==> src/rtl/ram_scan_ctrl.sv <==
// ram_scan_ctrl: key-driven exerciser for an on-chip single-port RAM (read, write, pattern fill, auto-scan)
//   CLK    board clock, all logic on posedge
//   RST_N  asynchronous active-low reset; RAM contents survive it
//   KEY_N  raw active-low push-button, asynchronous to CLK
//   MODE   command select: 00 read, 01 write, 10 fill, 11 scan
//   ADDR   command address, or start address for scan
//   DIN    write data, or fill base value
//   DOUT   last read or written word
//   AOUT   address belonging to DOUT (current address while filling)
//   BUSY   a command is executing
//   DONE   one-cycle pulse when a command completes
//   WREN   a RAM write is committed in this cycle
module ram_scan_ctrl #(
    parameter int DATA_W   = 8,
    parameter int ADDR_W   = 5,
    parameter int DEBOUNCE = 16,
    parameter int DWELL    = 50_000_000
) (
    input  logic              CLK,
    input  logic              RST_N,
    input  logic              KEY_N,
    input  logic [1:0]        MODE,
    input  logic [ADDR_W-1:0] ADDR,
    input  logic [DATA_W-1:0] DIN,
    output logic [DATA_W-1:0] DOUT,
    output logic [ADDR_W-1:0] AOUT,
    output logic              BUSY,
    output logic              DONE,
    output logic              WREN
);
    localparam int DBW = $clog2(DEBOUNCE + 1);
    localparam int DWW = $clog2(DWELL);
    localparam int CW  = ADDR_W > DWW ? ADDR_W : DWW;

    typedef enum logic [2:0] {IDLE, READ, WRITE, FILL, SCAN_RD, SCAN_HOLD} state_t;

    logic [DATA_W-1:0] mem [2**ADDR_W];
    state_t            state, nstate;
    logic [CW-1:0]     cnt;
    logic [ADDR_W-1:0] addr_l, wa;
    logic [DATA_W-1:0] din_l, wd;
    logic              fill_last, hold_last;
    logic              k_meta, k_sync, pressed, armed, go;
    logic [DBW-1:0]    db_cnt;

    // Synchroniser resets to the pressed level so a key held through reset
    // never looks released; GO is only armed once a real release is seen.
    always_ff @(posedge CLK or negedge RST_N) begin
        if (!RST_N) begin
            k_meta  <= 1'b1;
            k_sync  <= 1'b1;
            pressed <= 1'b0;
            armed   <= 1'b0;
            db_cnt  <= '0;
            go      <= 1'b0;
        end else begin
            k_meta  <= ~KEY_N;
            k_sync  <= k_meta;
            go      <= 1'b0;
            armed   <= armed | (~k_sync & ~pressed);
            if (k_sync == pressed) db_cnt <= '0;
            else if (db_cnt == DBW'(DEBOUNCE - 1)) begin
                db_cnt  <= '0;
                pressed <= k_sync;
                go      <= k_sync & armed;
            end else db_cnt <= db_cnt + 1'b1;
        end
    end

    assign fill_last = cnt[ADDR_W-1:0] == '1;
    // Hold covers DWELL-1 cycles; the following SCAN_RD cycle completes the dwell.
    assign hold_last = cnt == CW'(DWELL - 2);
    assign wa        = state == FILL ? cnt[ADDR_W-1:0] : addr_l;
    assign wd        = state == FILL ? din_l + DATA_W'(cnt[ADDR_W-1:0]) : din_l;
    assign BUSY      = state != IDLE;
    assign WREN      = state == WRITE || state == FILL;

    always_comb begin
        nstate = state;
        case (state)
            IDLE:      if (go) nstate = MODE == 2'b00 ? READ : MODE == 2'b01 ? WRITE : MODE == 2'b10 ? FILL : SCAN_RD;
            READ,
            WRITE:     nstate = IDLE;
            FILL:      nstate = fill_last ? IDLE : FILL;
            SCAN_RD:   nstate = go ? IDLE : SCAN_HOLD;
            SCAN_HOLD: nstate = go ? IDLE : hold_last ? SCAN_RD : SCAN_HOLD;
            default:   nstate = IDLE;
        endcase
    end

    always_ff @(posedge CLK) begin
        if (WREN) mem[wa] <= wd;
    end

    always_ff @(posedge CLK or negedge RST_N) begin
        if (!RST_N) begin
            state  <= IDLE;
            cnt    <= '0;
            addr_l <= '0;
            din_l  <= '0;
            DOUT   <= '0;
            AOUT   <= '0;
            DONE   <= 1'b0;
        end else begin
            state <= nstate;
            DONE  <= BUSY && nstate == IDLE;
            cnt   <= (state == FILL || (state == SCAN_HOLD && !hold_last)) ? cnt + 1'b1 : '0;
            if (state == IDLE && go) begin
                addr_l <= ADDR;
                din_l  <= DIN;
            end
            if (state == SCAN_HOLD && hold_last && !go) addr_l <= addr_l + 1'b1;
            // A stop GO in SCAN_RD discards the read so outputs keep the last shown word.
            if (WREN) begin
                DOUT <= wd;
                AOUT <= wa;
            end else if (state == READ || (state == SCAN_RD && !go)) begin
                DOUT <= mem[addr_l];
                AOUT <= addr_l;
            end
        end
    end
endmodule

==> config.mk <==
export PLATFORM = sky130hd
export DESIGN_NAME = ram_scan_ctrl
export DESIGN_NICKNAME = d
export VERILOG_FILES = /design/src/rtl/ram_scan_ctrl.sv
export SDC_FILE = /design/constraint.sdc
export NUM_CORES = 1
export LEC_CHECK = 0
export ABC_AREA = 1
export ABC_CLOCK_PERIOD_IN_PS = 4500
export BUFFER_PORTS_ARGS = -buffer_cell sky130_fd_sc_hd__buf_2
export CORE_MARGIN = 5
export CORE_UTILIZATION = 35
export CTS_CLUSTER_SIZE = 8
export DETAILED_ROUTE_END_ITERATION = 10
export SLEW_MARGIN = 20
export SYNTH_ARGS = -nofsm -noshare
export SYNTH_HDL_FRONTEND = slang
export SYNTH_SLANG_ARGS = --single-unit
export TNS_END_PERCENT = 5
==> constraint.sdc <==
create_clock -name CLK -period 4.5 [get_ports CLK]
set_input_delay 0 -clock CLK [delete_from_list [all_inputs] [get_ports CLK]]
set_output_delay 0 -clock CLK [all_outputs]
set_load 0.005 [all_outputs]
==> results of run 1 <==
metal layers:
layer,up-vias,GRT usage
met5,-,0
met4,0,0.0511
met3,63,0.0301
met2,351,0.250
met1,4849,0.218
li1,4831,-
worst paths after layout:
path	startpoint	slack, ns	to
max in group asynchronous	RST_N	3.56	din_l[7]
min in group asynchronous	RST_N	0.14	state[1]
setup reg to reg	state[2]	1.32	mem[8][5]
hold reg to reg	k_meta	0.36	k_sync
setup / recovery	state[2]	1.32	mem[8][5]
hold / removal	KEY_N	0.1	k_meta
report_power, final:
group	switching [mW]	internal, mW
Clock	1.22	1.92
Sequential	0.00208	3.19
Combinational	0.0221	0.0191
tightest hold or removal path: stages:
cell,delay [ns]
dlygate4sd3_1,0.53
buf_2,0.10
inv_1,0.03
sequential cells by signal, indices dropped and copies added (netlist names):
name / flops
DOUT: 8
go: 1
db_cnt: 5
mem: 256
state: 3
AOUT: 5
k_meta: 1
armed: 1
din_l: 8
cnt: 26
pressed: 1
DONE: 1
addr_l: 5
k_sync: 1
cells in the final DEF (no fill, tap or decap), types with 2 or more instances in the layout:
| cell | netlist | layout |
|---|---|---|
| buf_2 | 34 | 33 |
| xnor2_1 | 6 | 6 |
| nand2_1 | 379 | 379 |
| o211ai_1 | 9 | 9 |
| dlygate4sd3_1 | 0 | 18 |
| o21ai_1 | 9 | 9 |
| nor3_1 | 6 | 6 |
| o21ai_0 | 84 | 82 |
| or2_2 | 2 | 2 |
| dfstp_2 | 2 | 2 |
| ha_1 | 12 | 12 |
| clkbuf_1 | 12 | 12 |
| nand3_1 | 117 | 117 |
| o21ai_2 | 0 | 2 |
| nand4_1 | 10 | 10 |
| a21oi_1 | 20 | 20 |
| clkinv_1 | 4 | 4 |
| inv_1 | 122 | 122 |
| dfrtp_1 | 64 | 62 |
| nand2_2 | 2 | 2 |
| inv_2 | 3 | 2 |
| clkbuf_16 | 0 | 46 |
| edfxtp_1 | 256 | 256 |
| buf_4 | 7 | 17 |
| xor2_1 | 21 | 21 |
| nor2_1 | 235 | 235 |
| clkinv_2 | 1 | 2 |
cells by family (layout without fill, tap and decap cells):
logic type | after synthesis | count (layout) | share of synthesized area
adders and majority gates | 13 | 13 | 0.0119
xor gates and xnor gates | 27 | 27 | 0.0166
and+or+nand+nor | 759 | 759 | 0.216
DFF | 322 | 322 | 0.654
buffers and inverters | 189 | 261 | 0.0556
AOI/OAI and AO/OA | 124 | 124 | 0.0454
area by class of cell:
type,instances,area share
sequential,322,0.568
clock inverter,4,0.00540
timing repair buffer,68,0.0288
clock buffer,59,0.0736
tap,532,0.0405
multi-input combinational,923,0.253
inverter,130,0.0298
stage by stage:
step	power, mW	utilization	hold slack (ns)	std cells
6_report	6.37	0.405	0.0985	2038
5_1_grt	6.56	0.405	0.120	2038
4_1_cts	6.43	0.405	0.0840	2038
3_5_place_dp	3.27	0.368	-0.0866	1957
3_3_place_gp	3.27	0.368	-0.0871	1957
2_1_floorplan	3.25	-	-0.296	1434
==> impl_results.md, run 1 <==
* Routed WL per cell at 17.4 um
* Synth top area cells: edfxtp_1, dfrtp_1, nand2_1
* Worst hold path class: in -> reg
* Final Max Slew Viols at 0
* Post-synth cell types at 37
* Diodes inserted at 0
* IO Pins at 34
* Peak Freq at 315 MHz
* CP arrival at 3.34 ns
* CP Data Required Time at 4.66 ns
* Max_slew headroom at 0.385
* Largest net degree at the start of global routing at 87
* Via-to-Cell Ratio at 4.95
* Die Y at 212 um
* Period utilization at 0.706
* Metal-1 WL at 15400 um
* Final Setup Violations at 0
* Die Width at 212 um
* Pre-CTS setup slack at 1.28 ns
* Die area at 44900 sq um
* Iteration-0 DRC Markers at 951
* FF-to-FF path depth at 5
* Storage element area at 9350 sq um
* Multi-input gate area at 4170 sq um
* Deepest clock path buffer count at 3
* Worst Tran Pin Value at 0.922 ns
* Ys flop type: edfxtp_1
* Initial Util at 0.351
* Slowest stage cell on the critical path: nor2_1
* Max-cap violations at 0
* Most frequent cell after synthesis: nand2_1
* Period minus WS final at 3.18 ns
* Vias at 10100
* Clk Latency, worst-skew pair at 0.56 ns
* Detail Placement HPWL at 22000 um
* Outcome: completed
* Cell breakdown of the critical path: nor2_4 > nand2_1 > o21ai_1 > nand3_1 > nor2_1
* Critical path type: reg -> reg
* Register bit total from synthesis at 322
* WL met2 at 16400 um
* Clock Tree Root: clkbuf_16
* Gr usage total at 0.157
* DRC Markers at 0
* Async SR Flop Fraction at 0.205
* FP Rows at 74
* Worst stage delay on the critical path at 0.80 ns
* Wire length of the first global-routing pass at 55400 um
* Pwr Density at 387 nW/um^2
* Post-CTS resize count at 0
* Initial antenna violation count at 0
* Hold Violations, Final at 0
* Unrepaired setup endpoints after global routing: no
* Final Wtd Congestion at 0.955
* Crit-path leading delay family: simple AND/OR/NAND/NOR gates
* Peak VDD IR at 316 uV
* Worst-path clk slew at 0.05 ns
* Crit path max fanout at 13
* CTS tree: yes
* CP Depth at 5
* Register area share after synthesis at 0.654
* Core Region at 40600 sq um
* Met3 routed WL at 2630 um
* Warnings, synthesis at 0
* CTS Sinks at 322
* Buf/Inv on CP at 0
* Worst Hold Depth at 3
* Worst setup margin at 1.32 ns
* TNS Setup at 0 ns
* Area of placed instances at 15000 sq um
* Vias in the first global route at 9937
* Post-synth EDFFs at 256
* Top cell type's share of synthesized area at 0.538
* Final wirelength at 35500 um
* Final non-filler cell area at 16400 sq um
* Nature of the critical path startpoint: flop
* Mapped Cells at 1434
* CTS Hold Bufs at 18
* Post-route ant nets at 0
* Skew final at 0.0293 ns
* Leakage at 6.94 nW
* Layout cells sized above 1 at 0.0810
* Area leader, netlist: edfxtp_1
* CP endpoint kind: flop
* CTS buffer count at 46
* Syn Nets at 1465
* Post-CTS setup buffers at 0
* Fill cell count at 3839
* Highest Signal Layer: met4
* H-tree depth at 2
* GRT Residual Overflow at 0
* Initial DRT Pass Iterations at 5
* Syn-to-layout area delta at 15.1%
* Mean post-synth cell area at 9.96 sq um
* Fin nets at 1522
* Port-buffer cells at 33
* Area of the mapped netlist at 14300 sq um
* Post-synth top cells: nand2_1, edfxtp_1, nor2_1, inv_1, nand3_1
Note: power is estimated with default switching activity, not from simulation.
==> run 2, diff against run 1 <==
--- a/config.mk
+++ b/config.mk
@@ -5,8 +5,8 @@
 export SDC_FILE = /design/constraint.sdc
 export NUM_CORES = 1
 export LEC_CHECK = 0
-export ABC_AREA = 1
-export ABC_CLOCK_PERIOD_IN_PS = 4500
+export ABC_AREA = 0
+export ABC_CLOCK_PERIOD_IN_PS = 2900
 export BUFFER_PORTS_ARGS = -buffer_cell sky130_fd_sc_hd__buf_2
 export CORE_MARGIN = 5
 export CORE_UTILIZATION = 35
==> constraint.sdc (replaced) <==
create_clock -name CLK -period 2.9 [get_ports CLK]
set_input_delay 0 -clock CLK [delete_from_list [all_inputs] [get_ports CLK]]
set_output_delay 0 -clock CLK [all_outputs]
set_load 0.005 [all_outputs]
==> run 2 against run 1 <==
Net effect: sequential cell count unchanged; power up 54%; worst hold slack worse by 0.0024 ns; via count shrank 20%; critical path type unchanged; design area decreased by 0.53%; cell count shrank 24%; synthesized cell count fell by 40%; global-route usage increased by 0.30 points; wire length fell by 5.4%.
==> impl_results.md, run 2 <==
* Die Width at 207 um (-2.5%)
* Unrepaired setup endpoints after global routing: no
* Max_slew headroom at 0.280 (-0.106)
* Peak Freq at 386 MHz (+23%)
* Most frequent cells in the layout: edfxtp_1, nand2_1, nor2_1
* Buf/Inv on CP at 1 (+1)
* Largest net degree at the start of global routing at 67 (-23%)
* Iteration-0 DRC Markers at 692 (-27%)
* Period utilization at 0.894 (+0.187)
* Crit path max fanout at 20 (+7)
* CP arrival at 2.95 ns (-0.39 ns)
* Post-route ant nets at 0 (unchanged)
* Routed WL per cell at 21.7 um (+25%)
* Commonest non-fill, non-tap cell in the layout: edfxtp_1
* Mean post-synth cell area at 15.6 sq um (+57%)
* Worst-path clk slew at 0.05 ns (about the same)
* Via-to-Cell Ratio at 5.20 (+5.0%)
* Register bit total from synthesis at 322 (unchanged)
* CP endpoint kind: flop
* Area leader, netlist: edfxtp_1
* Deepest clock path buffer count at 3 (unchanged)
* Final Setup Violations at 0 (unchanged)
* Initial Util at 0.352 (+0.000847)
* Cell breakdown of the critical path: ha_1 > a211oi_1 > o21ai_0 > o211ai_1 > xnor2_2 > buf_4
* CTS buffer count at 46 (unchanged)
* Peak VDD IR at 384 uV (+21%)
* Register area share after synthesis at 0.690 (+0.0354)
* Pwr Density at 598 nW/um^2 (+54%)
* Synth top area cells: edfxtp_1, dfrtp_1, mux4_2
* Biggest register: mem
* Hold Violations, Final at 0 (unchanged)
* Syn Nets at 898 (-39%)
* Worst stage delay on the critical path at 0.67 ns (-0.13 ns)
* DRC Markers at 0 (unchanged)
* CTS tree: yes
* Warnings, synthesis at 0 (unchanged)
* Worst hold path class: in -> reg
* IO Pins at 34 (unchanged)
* Crit-path leading delay family: XOR/XNOR gates
* Outcome: completed
* H-tree depth at 2 (unchanged)
* Post-synth cell types at 66 (+78%)
* Die area at 42700 sq um (-4.9%)
* Initial DRT Pass Iterations at 6 (+1)
* Async SR Flop Fraction at 0.205 (unchanged)
* Top cell type's share of synthesized area at 0.567 (+0.0291)
* Worst Tran Pin Value at 1.07 ns (+0.151 ns)
* Layout cells sized above 1 at 0.255 (+0.174)
* Pre-CTS setup slack at 0.389 ns (-0.887 ns)
* Final Wtd Congestion at 0.858 (-10%)
* Worst setup margin at 0.308 ns (-1.01 ns)
* Area of the mapped netlist at 13500 sq um (-5.1%)
* Fill cell count at 3439 (-10%)
* CP Data Required Time at 3.25 ns (-1.41 ns)
* Most frequent cell after synthesis: edfxtp_1
* Final Max Slew Viols at 0 (unchanged)
* Skew final at 0.0301 ns (+0.000788 ns)
* Max-cap violations at 0 (unchanged)
* Diodes inserted at 0 (unchanged)
* Post-synth EDFFs at 256 (unchanged)
* FP Rows at 72 (-2.7%)
* Port-buffer cells at 33 (unchanged)
* Max reg flops at 256 (unchanged)
* Die Y at 207 um (-2.5%)
* Nature of the critical path startpoint: flop
* Core Region at 38500 sq um (-5.4%)
* Vias at 8036 (-20%)
* Post-CTS resize count at 0 (unchanged)
* Biggest regs: mem x256, cnt x26
* Syn-to-layout area delta at 20.7%
* TNS Setup at 0 ns (unchanged)
* Ys flop type: edfxtp_1
* Clock Tree Root: clkbuf_16
* Final wirelength at 33600 um (-5.4%)
* Initial antenna violation count at 0 (unchanged)
* Post-CTS setup buffers at 0 (unchanged)
* CTS Sinks at 322 (unchanged)
* Mapped Cells at 867 (-40%)
* Multi-input gate area at 3970 sq um (-4.8%)
* Vias in the first global route at 8121 (-18%)
* Fin nets at 1040 (-32%)
* Detail Placement HPWL at 22300 um (+1.4%)
* Wire length of the first global-routing pass at 51400 um (-7.1%)
* Clk Latency, worst-skew pair at 0.54 ns (-0.02 ns)
* Leakage at 6.52 nW (-6.0%)
* Critical path type: reg -> reg
* Post-synth top cells: edfxtp_1, nand2_1, nor2_1, mux4_2, dfrtp_1
* Slowest stage cell on the critical path: xnor2_2
* GRT Residual Overflow at 0 (unchanged)
* R2R setup slack at 0.31 ns (-1.01 ns)
* Storage element area at 9350 sq um (about the same)
* Gr usage total at 0.160 (+0.00296)
* Period minus WS final at 2.59 ns (-0.586 ns)
==> run 2: changes by cell type in the layout (fill, tap and decap cells not counted), moves of 7 or more <==
cell and delta:
a21oi_1 -9, nand3_1 -94, nand2_1 -286, o22ai_1 +7, nor3_1 +8, o21ai_0 -60
mux4_2 +66, xor2_1 -10, nor2_1 -151, mux2i_1 +10, buf_4 +63, o21ai_1 -8
xnor2_1 +10, inv_1 -102
==> run 2: layout make-up <==
class,instances,area share
clock buffer,62,0.0741
tap,518,0.0396
sequential,322,0.572
multi-input combinational,482,0.243
clock inverter,4,0.00237
inverter,21,0.00482
timing repair buffer,136,0.0649
==> run 2: through the flow <==
step	hold slack (ns)	cell area (sq um)	util	instances	power, mW
final	0.0961	16400	0.425	1545	9.79
after CTS	0.0779	16400	0.425	1545	9.88
after detailed placement	0.113	14900	0.388	1461	5.16
after global placement	0.109	14900	0.388	1461	5.16
after floorplan	-0.296	13500	-	867	5.10
after global routing	0.0983	16400	0.425	1545	10.1
==> run 2: path summary, 6_finish.rpt <==
kind                             start    endpoint  depth (start not counted)
max in group asynchronous        RST_N   addr_l[0]                          2
worst max-delay path            cnt[1]  mem[31][7]                          6
worst max register to register  cnt[1]  mem[31][7]                          6
min in group asynchronous        RST_N     AOUT[2]                          2
worst min-delay path             KEY_N      k_meta                          3
worst min register to register  k_meta      k_sync                          0
==> run 2: kinds of logic (layout without fill, tap and decap cells) <==
group                      Yosys count  in the layout  share of synthesized area
adders and majority gates           13             13                     0.0126
AOI/OAI and AO/OA                   90             90                     0.0457
xor gates and xnor gates            30             30                     0.0194
and+or+nand+nor                    268            268                     0.0915
buffers and inverters               63            223                     0.0200
DFF                                322            322                      0.690
muxes                               81             81                      0.121
==> run 2: timing repair <==
item | CTS | global route
hold buffers | 18 | 0
endpoints found under the setup margin | 0 | 0
hold endpoints to repair | 81 | 0
==> run 2: power breakdown <==
group	switching, mW	internal, mW
Sequential	0.0110	4.95
Clock	1.83	2.87
Combinational	0.0638	0.0675
==> run 2: routing by layer <==
layer  part of all wire  GRT usage  routed length, um
met1               0.43      0.225              14500
met2               0.47      0.254              15800
met4              0.021     0.0394                702
met5                  0          0                  0
met3              0.074     0.0386               2490
==> run 2: worst min-delay path, delay by kind of cell <==
kind,cells,cell delay [ns]
buffers and inverters,3,0.64
==> run 3, diff against run 2 <==
--- a/config.mk
+++ b/config.mk
@@ -12,6 +12,7 @@
 export CORE_UTILIZATION = 35
 export CTS_CLUSTER_SIZE = 8
 export DETAILED_ROUTE_END_ITERATION = 10
+export GPL_TIMING_DRIVEN = 0
 export SLEW_MARGIN = 20
 export SYNTH_ARGS = -nofsm -noshare
 export SYNTH_HDL_FRONTEND = slang
==> run 3 against run 2 <==
Net effect: the flow now finishes with violations (hold timing); wire length rose by 5.0%; critical path depth rose by 1; global-route usage rose by 0.57 points; sequential power barely moved; design area rose by 1.9%.
==> impl_results.md, run 3 (same netlist as run 2, synthesis figures left out) <==
* Wire length of the first global-routing pass at 52700 um (+2.5%)
* FF-to-FF path depth at 7 (+1)
* Slowest stage cell on the critical path: o21ai_0
* Final Setup Violations at 0 (unchanged)
* Core Region at 38500 sq um (unchanged)
* Fill cell count at 3417 (-0.64%)
* Most frequent cells in the layout: edfxtp_1, nand2_1, mux4_2
* Port-buffer cells at 33 (unchanged)
* Clock Tree Root: clkbuf_16
* Pint at 8.01 mW (+1.6%)
* Post-route ant nets at 0 (unchanged)
* Switching share of total power at 0.200 (+0.00568)
* Outcome: finished, violations left
* Iteration-0 DRC Markers at 784 (+13%)
* Worst Tran Pin Value at 0.946 ns (-0.127 ns)
* P_sw at 2.01 mW (+5.3%)
* Detail Placement HPWL at 23800 um (+6.9%)
* Peak VDD IR at 367 uV (-4.3%)
* Fin nets at 1022 (-1.7%)
* DRC Markers at 0 (unchanged)
* Worst-path clk slew at 0.05 ns (about the same)
* H-tree depth at 2 (unchanged)
* Max-cap violations at 0 (unchanged)
* Period minus WS final at 2.87 ns (+0.275 ns)
* Largest net degree at the start of global routing at 50 (-25%)
* Die area at 42700 sq um (unchanged)
* Final Max Slew Viols at 0 (unchanged)
* Worst hold path class: in -> async
* Max_slew headroom at 0.367 (+0.0874)
* Die Y at 207 um (unchanged)
* Gr usage total at 0.166 (+0.00568)
* Die Width at 207 um (unchanged)
* Max reg flops at 256 (unchanged)
* CTS Sinks at 322 (unchanged)
* CP Depth at 7 (+1)
* CTS tree: yes
* Final Non-Filler Cells at 1547 (+0.13%)
* Hold Violations, Final at 1 (+1)
* Period utilization at 0.989 (+0.0949)
* FP Rows at 72 (unchanged)
* GRT Residual Overflow at 0 (unchanged)
* WHS at -0.000587 ns (-0.0967 ns)
* Cell breakdown of the critical path: clkbuf_2 > and3b_1 > clkbuf_2 > clkbuf_2 > o21ai_0 > nand2_1 > nor2_4
* Routed WL per cell at 22.8 um (+4.9%)
* Commonest non-fill, non-tap cell in the layout: edfxtp_1
* Unrepaired setup endpoints after global routing: yes
* Pre-CTS setup slack at -0.992 ns (-1.38 ns)
* Share of total power in combinational logic at 0.015 (+0.002)
* Biggest regs: mem x256, cnt x26
* CTS buffer count at 46 (unchanged)
* Most used cell, CP: clkbuf_2
* Gr busiest metal: met2
* Storage element area at 9340 sq um (about the same)
* Register share of total power at 0.494 (-0.013)
* Placed Instances at 1427 (-2.3%)
* Multi-input gate area at 4280 sq um (+7.8%)
* Worst stage delay on the critical path at 0.54 ns (-0.13 ns)
* Critical path type: reg -> reg
* Skew final at 0.0244 ns (-0.00568 ns)
* Biggest register: mem
* Final non-filler cell area at 16700 sq um (+1.9%)
* Initial DRT Pass Iterations at 5 (-1)
* CP arrival at 3.07 ns (+0.12 ns)
* CP endpoint kind: flop
* Grt met2 use at 0.268 (+0.0146)
* Final Core Density at 0.433 (+0.00810)
* Final Wtd Congestion at 0.969 (+13%)
* Clk Latency, worst-skew pair at 0.55 ns (about the same)
* Peak Freq at 349 MHz (-9.6%)
* GR Util met1 at 0.234 (+0.00912)
* Pwr Density at 601 nW/um^2 (+0.40%)
* Diodes inserted at 0 (unchanged)
* Initial antenna violation count at 0 (unchanged)
* Clock network power share at 0.491 (+0.011)
* Area of placed instances at 14600 sq um (-2.4%)
* Met3 Track Usage GR at 0.0311 (-0.00750)
* CP Data Required Time at 3.10 ns (-0.15 ns)
* Vias at 8219 (+2.3%)
* Nature of the critical path startpoint: flop
* Syn-to-layout area delta at 23.0%
* Leakage at 6.43 nW (-1.4%)
* Worst setup margin at 0.0331 ns (-0.275 ns)
* Crit-path leading delay family: simple AND/OR/NAND/NOR gates
* Via-to-Cell Ratio at 5.31 (+2.1%)
* Violated checks: hold timing
* Final wirelength at 35200 um (+5.0%)
* Buf/Inv on CP at 3 (+2)
* Layout cells sized above 1 at 0.259 (+0.00339)
* Vias in the first global route at 8102 (-0.23%)
* Crit path max fanout at 10 (-50%)
* Deepest clock path buffer count at 3 (unchanged)
* Initial Util at 0.352 (unchanged)
* IO Pins at 34 (unchanged)
run 3: cell count changes in the layout (fill, tap and decap cells not counted), sizes merged:
cell / before / now
buf: 118 / 75
clkbuf: 62 / 104
clkdlybuf4s15: 0 / 1
clkinv: 3 / 6
dlygate4sd3: 18 / 19
inv: 22 / 20
run 3: worst paths after layout:
check,startpoint,to,slack (ns)
worst max register to register,state[0],mem[9][0],0.03
worst min register to register,k_meta,k_sync,0.35
worst min-delay path,RST_N,state[2],-0.0006
worst max-delay path,state[0],mem[9][0],0.03
max in group asynchronous,RST_N,DOUT[6],1.56
min in group CLK,KEY_N,k_meta,0.11
run 3: per-layer routing:
layer | wire, um | share of wire | up-vias
li1 | - | - | 3590
met1 | 15100 | 0.43 | 4226
met5 | 0 | 0 | -
met2 | 16800 | 0.48 | 338
met4 | 879 | 0.025 | 0
met3 | 2460 | 0.070 | 65
run 3: worst min-delay path, stage by stage:
cell and delay (ns):
dlygate4sd3_1 0.53, buf_4 0.14, buf_16 0.24
run 3: repair_timing:
item / 4_1_cts / 5_1_grt
endpoints found under the setup margin: 356 / 286
pin swaps: 9 / 2
endpoints found under the hold margin: 83 / 0
hold buffers: 19 / 0
setup buffers: 12 / 3
gates resized for setup: 84 / 16
run 3: area by class of cell:
type,count,area share
Buffer,42,0.0143
Clock buffer,81,0.0770
Clock inverter,5,0.00435
Inverter,21,0.00473
Multi-Input combinational cell,482,0.257
Sequential cell,322,0.561
Tap cell,518,0.0389
Timing Repair Buffer,76,0.0435
run 3: power groups by stage:
stage / Combinational [mW] / Clock [mW] / Sequential [mW]
floorplan: 0.0664 / 0 / 5.03
global placement: 0.125 / 0 / 5.03
detailed placement: 0.131 / 0 / 5.03
CTS: 0.153 / 5.00 / 4.95
global route: 0.167 / 5.22 / 4.94
finish: 0.151 / 4.91 / 4.95
run 3: per-stage QoR:
stage / setup TNS, ns / total power [mW]
floorplan: -1.31 / 5.10
global placement: -468.66 / 5.16
detailed placement: -179.52 / 5.17
CTS: 0 / 10.1
global route: -0.0936 / 10.3
finish: 0 / 10.0
